[config.mk]
export PLATFORM = sky130hd
export DESIGN_NAME = irq_ctrl
export DESIGN_NICKNAME = d
export VERILOG_FILES = /design/src/rtl/irq_ctrl.sv
export SDC_FILE = /design/constraint.sdc
export NUM_CORES = 1
export LEC_CHECK = 0
export ABC_CLOCK_PERIOD_IN_PS = 3400
export CAP_MARGIN = 30
export CORE_MARGIN = 2
export CORE_UTILIZATION = 25
export DETAILED_ROUTE_END_ITERATION = 16
export SLEW_MARGIN = 10
export SYNTH_ARGS = -nofsm -noshare
export SYNTH_HDL_FRONTEND = slang
export SYNTH_SLANG_ARGS = --single-unit
[constraint.sdc]
create_clock -name clk -period 3.4 [get_ports clk]
set_input_delay 0.34 -clock clk [delete_from_list [all_inputs] [get_ports clk]]
set_output_delay 0.34 -clock clk [all_outputs]
set_load 0.01 [all_outputs]
[src/rtl/irq_ctrl.sv]
// Peripheral interrupt controller: per-source synchroniser, edge/level pending
// register with enable mask, registered irq vector and a single-cycle-ready bus slave.
module irq_ctrl #(
  parameter int unsigned IRQ_CH = 8
) (
  input  logic              clk,
  input  logic              reset,
  input  logic [IRQ_CH-1:0] src,
  input  logic              cs_,
  input  logic              as_,
  input  logic              rw,
  input  logic [2:0]        addr,
  input  logic [31:0]       wr_data,
  output logic [31:0]       rd_data,
  output logic              rdy_,
  output logic [IRQ_CH-1:0] irq
);

  localparam int unsigned IDX_W = (IRQ_CH > 1) ? $clog2(IRQ_CH) : 1;

  typedef enum logic [2:0] {
    REG_PENDING = 3'd0,
    REG_ENABLE  = 3'd1,
    REG_MODE    = 3'd2,
    REG_RAW     = 3'd3,
    REG_HIGHEST = 3'd4,
    REG_SET     = 3'd5
  } reg_addr_e;

  logic [IRQ_CH-1:0] s1_q, s2_q, s3_q;
  logic [IRQ_CH-1:0] s1_d, s2_d, s3_d;
  logic [IRQ_CH-1:0] pend_q, pend_d;
  logic [IRQ_CH-1:0] en_q, en_d;
  logic [IRQ_CH-1:0] mode_q, mode_d;
  logic [IRQ_CH-1:0] irq_q, irq_d;
  logic [31:0]       rd_data_q, rd_data_d;
  logic              rdy_n_q, rdy_n_d;

  logic              access, wr_en, rd_en;
  logic [IRQ_CH-1:0] wr_bits, rise, active, w1c, sw_set;
  logic              found;
  logic [IDX_W-1:0]  idx;
  logic [31:0]       rd_val;

  always_comb begin
    access  = ~cs_ & ~as_;
    wr_en   = access & ~rw;
    rd_en   = access & rw;
    wr_bits = wr_data[IRQ_CH-1:0];

    s1_d = src;
    s2_d = s1_q;
    s3_d = s2_q;
    rise = s2_q & ~s3_q;

    active = pend_q & en_q;
    found  = 1'b0;
    idx    = '0;
    for (int unsigned i = 0; i < IRQ_CH; i++) begin
      if (active[i] && !found) begin
        found = 1'b1;
        idx   = i[IDX_W-1:0];
      end
    end

    en_d   = en_q;
    mode_d = mode_q;
    w1c    = '0;
    sw_set = '0;
    if (wr_en) begin
      case (reg_addr_e'(addr))
        REG_PENDING: w1c    = wr_bits;
        REG_ENABLE:  en_d   = wr_bits;
        REG_MODE:    mode_d = wr_bits;
        REG_SET:     sw_set = wr_bits;
        default:     ;
      endcase
    end

    // Set wins over clear so a rise coinciding with W1C is never lost.
    pend_d = (mode_q & (rise | sw_set | (pend_q & ~w1c))) | (~mode_q & s2_q);
    irq_d  = active;

    rd_val = '0;
    case (reg_addr_e'(addr))
      REG_PENDING: rd_val[IRQ_CH-1:0] = pend_q;
      REG_ENABLE:  rd_val[IRQ_CH-1:0] = en_q;
      REG_MODE:    rd_val[IRQ_CH-1:0] = mode_q;
      REG_RAW:     rd_val[IRQ_CH-1:0] = s2_q;
      REG_HIGHEST: begin
        rd_val[31]        = found;
        rd_val[IDX_W-1:0] = idx;
      end
      default:     ;
    endcase

    rd_data_d = rd_en ? rd_val : '0;
    rdy_n_d   = ~access;
  end

  always_ff @(posedge clk or posedge reset) begin
    if (reset) begin
      s1_q      <= '0;
      s2_q      <= '0;
      s3_q      <= '0;
      pend_q    <= '0;
      en_q      <= '0;
      mode_q    <= '1;
      irq_q     <= '0;
      rd_data_q <= '0;
      rdy_n_q   <= 1'b1;
    end else begin
      s1_q      <= s1_d;
      s2_q      <= s2_d;
      s3_q      <= s3_d;
      pend_q    <= pend_d;
      en_q      <= en_d;
      mode_q    <= mode_d;
      irq_q     <= irq_d;
      rd_data_q <= rd_data_d;
      rdy_n_q   <= rdy_n_d;
    end
  end

  generate
    if (IRQ_CH < 32) begin : g_unused_hi
      logic unused_wr_hi;
      assign unused_wr_hi = ^wr_data[31:IRQ_CH];
    end
  endgenerate

  assign rd_data = rd_data_q;
  assign rdy_    = rdy_n_q;
  assign irq     = irq_q;

endmodule

==> results.ini, run 1 <==
[worst_setup_path]
reg2reg_depth=4
worstReg2RegEnd=rd_data[0]
r2r-start=pend_q[5]
arrival_ns=2.49
path_class=in2reg
r2r_slack_ns=1.92
crit_path_max_fanout=8
startpoint_type=primary input
required_ns=3.67
crit_path_end_kind=flip-flop

[drt]
dr_wl_met3_um=446
drt-wirelength-per-cell_um=14.4
wl_met2_um=2660
vias=1712
postRouteAntennaNets=0
vias_per_cell=4.29
drtIter0Drc=61
highest_layer=met4
drc=0
wl_met1_um=2550
wl_um=5760
drtPass1Iterations=6

[place]
gp_congestion=0.813
dp_hpwl_um=4050
port-buffer-count=41
dp_slack_ns=0.814
dpl-instance-area_um2=3270

[clock_tree]
post_cts_buffers=0
cts_buffers=9
cts_resized=0
h-tree-depth=3
clk_pin_slew_worst_paths_ns=0.06
cts_max_path_buffers=2
insertion_delay_ns=0.35
hold_buffers=0
root_buffer=clkbuf_8
cts.sinks=66
cts_tree=yes

[power]
leakage_uw=0.00153
p_per_area_nw_per_um2=517
ir_worst_vdd_uv=175
total_power_uw=1770

[timing]
final-max-slew-violation-count=0
setup_ws_ns=1.18
fmax_ghz=0.450
max_slew_margin_pct=45.7
tns_ns=0
grt_setup_unrepaired=no
worst-slew-pin-transition_ns=0.815
setup_viol=0
hold_viol_final=0
finalCritPeriodShare_pct=65.3
period_needed_ns=2.22
fin_skew_ns=0.00736

[cells_and_area]
post-route-util_pct=31.7
drive_gt1_share_pct=24.0
syn2layout_area_growth_pct=24.0
fin_area_um2=3420
nets=301

[floorplan]
die_h_um=109
placementRows=38
initial_utilization_pct=25.6
dieArea_um2=11900
ios=89
dieWidth_um=109
core_um2=10800

[global_routing]
grt_start_max_net_pins=67
grt_use_total_pct=10.6
grt_overflow=0
grt_pass1_vias=1742
grt_pass1_wl_um=9200
antenna_found_initial=0

[worst_hold_path]
hold_depth=0
worstHoldStart=s1_q[0]
hold_end=s2_q[0]
hold_path_class=reg2reg

[synth]
synth.distinct_cells=37
ys_ff_latch=66
ys_seq_area_share_pct=60.2
syn_avg_cell_area_um2=13.7
syn-cell-area_um2=2760
postSynthCellCount=202
yosys_warnings=0

[run]
cap_violations=0

[status]
outcome=finished, final reports clean

==> critical path, cell delays in order <==
cell             delay (ns)
clkdlybuf4s50_1        0.50
or3_1                  0.43
or4b_1                 0.81
mux2_4                 0.41
==> cells in the final DEF (no fill, tap or decap), types with 2 or more instances in the layout <==
cell	n
and2_1	2
conb_1	23
a32o_1	8
a31o_2	8
buf_4	5
dfrtp_1	57
mux2_4	8
o21ai_0	2
mux4_2	8
nor2_1	3
clkbuf_1	3
clkinv_2	4
dfstp_2	9
nand2_1	24
nand3_1	4
and3_1	6
clkbuf_8	9
mux2_2	8
inv_1	8
clkdlybuf4s50_1	41
==> Yosys cell counts (all sizes together) <==
master,instances,share of area (%)
inv,9,1.2
and2,2,0.45
conb,1,0.14
or4b,1,0.36
a222oi,1,0.36
nor3b,1,0.27
a32o,8,2.9
o21ai,2,0.36
and4,1,0.32
nor4,1,0.45
and3,6,1.4
nand3,4,0.73
nor2,3,0.41
o211ai,1,0.27
o21ba,1,0.36
clkbuf,2,0.27
o31ai,1,0.27
nand4,1,0.23
nor3,1,0.18
buf,26,7.0
mux2,16,7.6
a22oi,1,0.27
nand2,24,3.3
mux4,8,6.5
or3,1,0.23
dfstp,9,8.6
a32oi,1,0.32
a31o,8,2.5
a21boi,1,0.27
a221oi,1,0.32
a2bb2oi,1,0.32
dfrtp,57,52
a21oi,1,0.18
==> worst max path at each step <==
| stage | startpoint | endpoint | slack, ns | cells past startpoint |
|---|---|---|---|---|
| 4_1_cts | addr[2] | mode_q[2] | 1.18 | 4 |
| 5_1_grt | addr[2] | mode_q[6] | 1.11 | 4 |
| 6_report | addr[2] | mode_q[2] | 1.18 | 4 |
| 3_5_place_dp | addr[2] | mode_q[2] | 0.81 | 4 |
| 3_3_place_gp | addr[2] | mode_q[4] | 0.86 | 4 |
| 2_1_floorplan | reset | en_q[0] | 1.42 | 1 |
==> routing by layer <==
layer	vias up	track usage, %
met2	65	16.2
met3	13	4.42
met5	-	0
met1	848	13.1
met4	0	4.40
li1	786	-
==> flip-flops by register name, indices dropped and copies added (netlist names) <==
signal	flops
en_q	8
irq	8
mode_q	8
pend_q	8
rd_data	9
rdy_	1
s1_q	8
s2_q	8
s3_q	8
==> report_power, final <==
part	switching (uW)	total [uW]	internal [uW]	leakage [uW]
combinational	118	279	161	0.000643
clock	287	547	260	0.0000839
sequential	64.3	944	880	0.000801
==> area by class of cell <==
cell class | instances | area [um2]
diodes | 1 | 2.50
clock buffers | 12 | 135
clock inverters | 4 | 20.0
fillers | 1115 | 7370
inverters | 9 | 33.8
multi-input cells | 121 | 946
flip-flops and latches | 66 | 1660
well taps | 140 | 175
repair buffers | 46 | 448
==> through the flow <==
stage | hold WS (ns) | instances
3_3_place_gp | 0.335 | 382
5_1_grt | 0.360 | 398
2_1_floorplan | 0.331 | 224
4_1_cts | 0.350 | 398
3_5_place_dp | 0.335 | 382
6_report | 0.349 | 399
==> kinds of logic (layout without fill, tap and decap cells) <==
family / Yosys count / after routing / share of synthesized area [%]
AO/OA/AOI/OAI: 28 / 28 / 8.75
buffers and inverters: 37 / 71 / 8.48
flip-flops: 66 / 66 / 60.2
multiplexers: 24 / 24 / 14.1
other: 1 / 24 / 0.136
AND/OR/NAND/NOR: 46 / 46 / 8.25
Power figures use the tool's default switching activity.
==> inputs of run 2 (changes only) <==
--- a/config.mk
+++ b/config.mk
@@ -5,7 +5,7 @@
 export SDC_FILE = /design/constraint.sdc
 export NUM_CORES = 1
 export LEC_CHECK = 0
-export ABC_CLOCK_PERIOD_IN_PS = 3400
+export ABC_CLOCK_PERIOD_IN_PS = 2300
 export CAP_MARGIN = 30
 export CORE_MARGIN = 2
 export CORE_UTILIZATION = 25
==> constraint.sdc (replaced) <==
create_clock -name clk -period 2.3 [get_ports clk]
set_input_delay 0.23 -clock clk [delete_from_list [all_inputs] [get_ports clk]]
set_output_delay 0.23 -clock clk [all_outputs]
set_load 0.01 [all_outputs]
==> run 2 against run 1 <==
Sequential share of layout area decreased by 1.6 points. Register-to-register slack got worse by 1.0 ns. Combinational power is 51% higher. Design area grew 3.5%. Final cell count grew 2.0%. Largest cell class unchanged.
==> results.ini, run 2 (synthesis gave the netlist of run 1 again) <==
[cells_and_area]
multiInputGateArea_um2=946  ; unchanged
n_antenna_cell=0  ; -1
nFillCells=1075  ; -3.6%
final_common_cell=dfrtp_1
register_area_um2=1660  ; unchanged
drive_gt1_share_pct=26.6  ; +2.6 points
largest_reg_flops=9  ; unchanged
nets=310  ; +3.0%
syn2layout_area_growth_pct=28.4
layout_common_cells=57 x dfrtp_1, 41 x clkdlybuf4s50_1, 24 x nand2_1, 23 x conb_1, 13 x buf_4

[power]
pwr-share-clk_pct=35.0  ; +4.1 points
p_comb_share_pct=15.1  ; -0.7 points
total_power_uw=2800  ; +58%
p_int_uw=2110  ; +62%
p_per_area_nw_per_um2=789  ; +52%
switching_power_uw=688  ; +46%
swShare_pct=24.6  ; -1.9 points
leakage_uw=0.00159  ; +4.1%
ir_worst_vdd_uv=328  ; +87%
power_frac_seq_pct=50.0  ; -3.3 points

[clock_tree]
clk_pin_slew_worst_paths_ns=0.07  ; about the same
insertion_delay_ns=0.34  ; about the same
h-tree-depth=3  ; unchanged
cts_tree=yes
cts_buffers=9  ; unchanged
hold_buffers=0  ; unchanged
cts.sinks=66  ; unchanged
post_cts_buffers=0  ; unchanged
cts_max_path_buffers=2  ; unchanged
root_buffer=clkbuf_8
cts_resized=0  ; unchanged

[worst_setup_path]
path_class=in2reg
reg2reg_depth=4  ; unchanged
crit_path_max_fanout=5  ; -3
crit_end=mode_q[1]
crit_chain=clkdlybuf4s50_1, or3_1, or4b_1, buf_4, mux2_4
cp_top_family=simple AND/OR/NAND/NOR gates
required_ns=2.57  ; -1.10 ns
worstReg2RegEnd=rd_data[0]
startpoint_type=primary input
critPathLaunch=cs_
arrival_ns=2.15  ; -0.34 ns
r2r-start=pend_q[5]
path_buf_inv=2  ; +1
slowest_delay_ns=0.53  ; -0.28 ns
r2r_slack_ns=0.87  ; -1.05 ns
worst-path-stages=5  ; +1
crit_path_end_kind=flip-flop
crit_slowest_cell=or4b_1

[timing]
hold_viol_final=0  ; unchanged
final-max-slew-violation-count=0  ; unchanged
grt_setup_unrepaired=no
tns_ns=0  ; unchanged
setup_viol=0  ; unchanged
finalCritPeriodShare_pct=81.8
period_needed_ns=1.88
fin_skew_ns=0.00601  ; -0.00134 ns
fmax_ghz=0.532

[worst_hold_path]
hold_path_class=in2async

[run]
cap_violations=0  ; unchanged

[drt]
postRouteAntennaNets=0  ; unchanged
drtPass1Iterations=4  ; -2
vias=1743  ; +1.8%
drtIter0Drc=88  ; +44%
drt-wirelength-per-cell_um=14.0  ; -3.1%
drc=0  ; unchanged
vias_per_cell=4.28  ; -0.19%
wl_um=5700  ; -1.1%

[global_routing]
grt_use_total_pct=10.5  ; -0.10 points
grt_pass1_wl_um=9250  ; +0.46%
grt_overflow=0  ; unchanged
grt_start_max_net_pins=67  ; unchanged
antenna_found_initial=0  ; unchanged
grt_pass1_vias=1781  ; +2.2%

[floorplan]
placementRows=38  ; unchanged
die_h_um=109  ; unchanged
core_um2=10800  ; unchanged
dieWidth_um=109  ; unchanged
initial_utilization_pct=25.6  ; unchanged
dieArea_um2=11900  ; unchanged
ios=89  ; unchanged

[place]
port-buffer-count=41  ; unchanged
dp_hpwl_um=4070  ; +0.69%
gp_congestion=0.793  ; -2.5%

[status]
outcome=finished, final reports clean

## run 2: cell count changes in the layout (fill, tap and decap cells not counted)
| cell | previous run | this run |
|---|---|---|
| buf_4 | 5 | 13 |
| bufinv_16 | 0 | 1 |
| clkbuf_8 | 9 | 11 |
| clkinv_2 | 4 | 1 |
| diode_2 | 1 | 0 |
| buf_12 | 0 | 1 |
## run 2: layout make-up
cell class,count,share of cell area [%]
multi-input combinational,121,26.7
tap,140,4.94
sequential,66,46.9
timing repair buffer,55,14.9
clock inverter,2,0.989
clock buffer,14,4.59
inverter,9,0.953
## run 2: stage by stage
stage          worst slack [ns]  instance area [um2]  hold WS (ns)  utilization [%]  instances
2_1_floorplan             0.430                 2840         0.261                -        224
3_3_place_gp             0.0649                 3350         0.334             31.0        391
3_5_place_dp             0.0517                 3350         0.335             31.0        391
4_1_cts                   0.422                 3540         0.279             32.8        407
5_1_grt                   0.374                 3540         0.305             32.8        407
6_report                  0.419                 3540         0.260             32.8        407
## run 2: power by group through the flow
stage	logic, uW	registers (uW)	clock network, uW
final	421	1400	977
after global placement	415	1410	0
after detailed placement	424	1420	0
after global routing	461	1410	1070
after floorplan	287	1400	0
after CTS	425	1390	1010
## run 2: worst min-delay path by stage
stage	depth (start not counted)	slack (ns)	end	from
finish	3	0.26	s2_q[7]	reset
global route	3	0.31	s2_q[7]	reset
CTS	3	0.28	s2_q[7]	reset
detailed placement	0	0.33	s2_q[7]	s1_q[7]
global placement	0	0.33	s2_q[1]	s1_q[1]
floorplan	0	0.26	s1_q[0]	src[0]
## run 2: layer usage
layer  part of all wire (%)  global-route usage (%)  vias up
met4                    2.2                    5.13        0
met3                    6.2                    3.53       12
li1                       -                       -      800
met5                      0                       0        -
met2                     45                    15.8       57
met1                     47                    13.4      874
## run 2: worst reg2reg max path: stages (launching register included)
cell       delay, ns
dfrtp_1         0.44
a222oi_1        0.41
nand4_1         0.18
a2bb2oi_1       0.16
o21ai_0         0.16
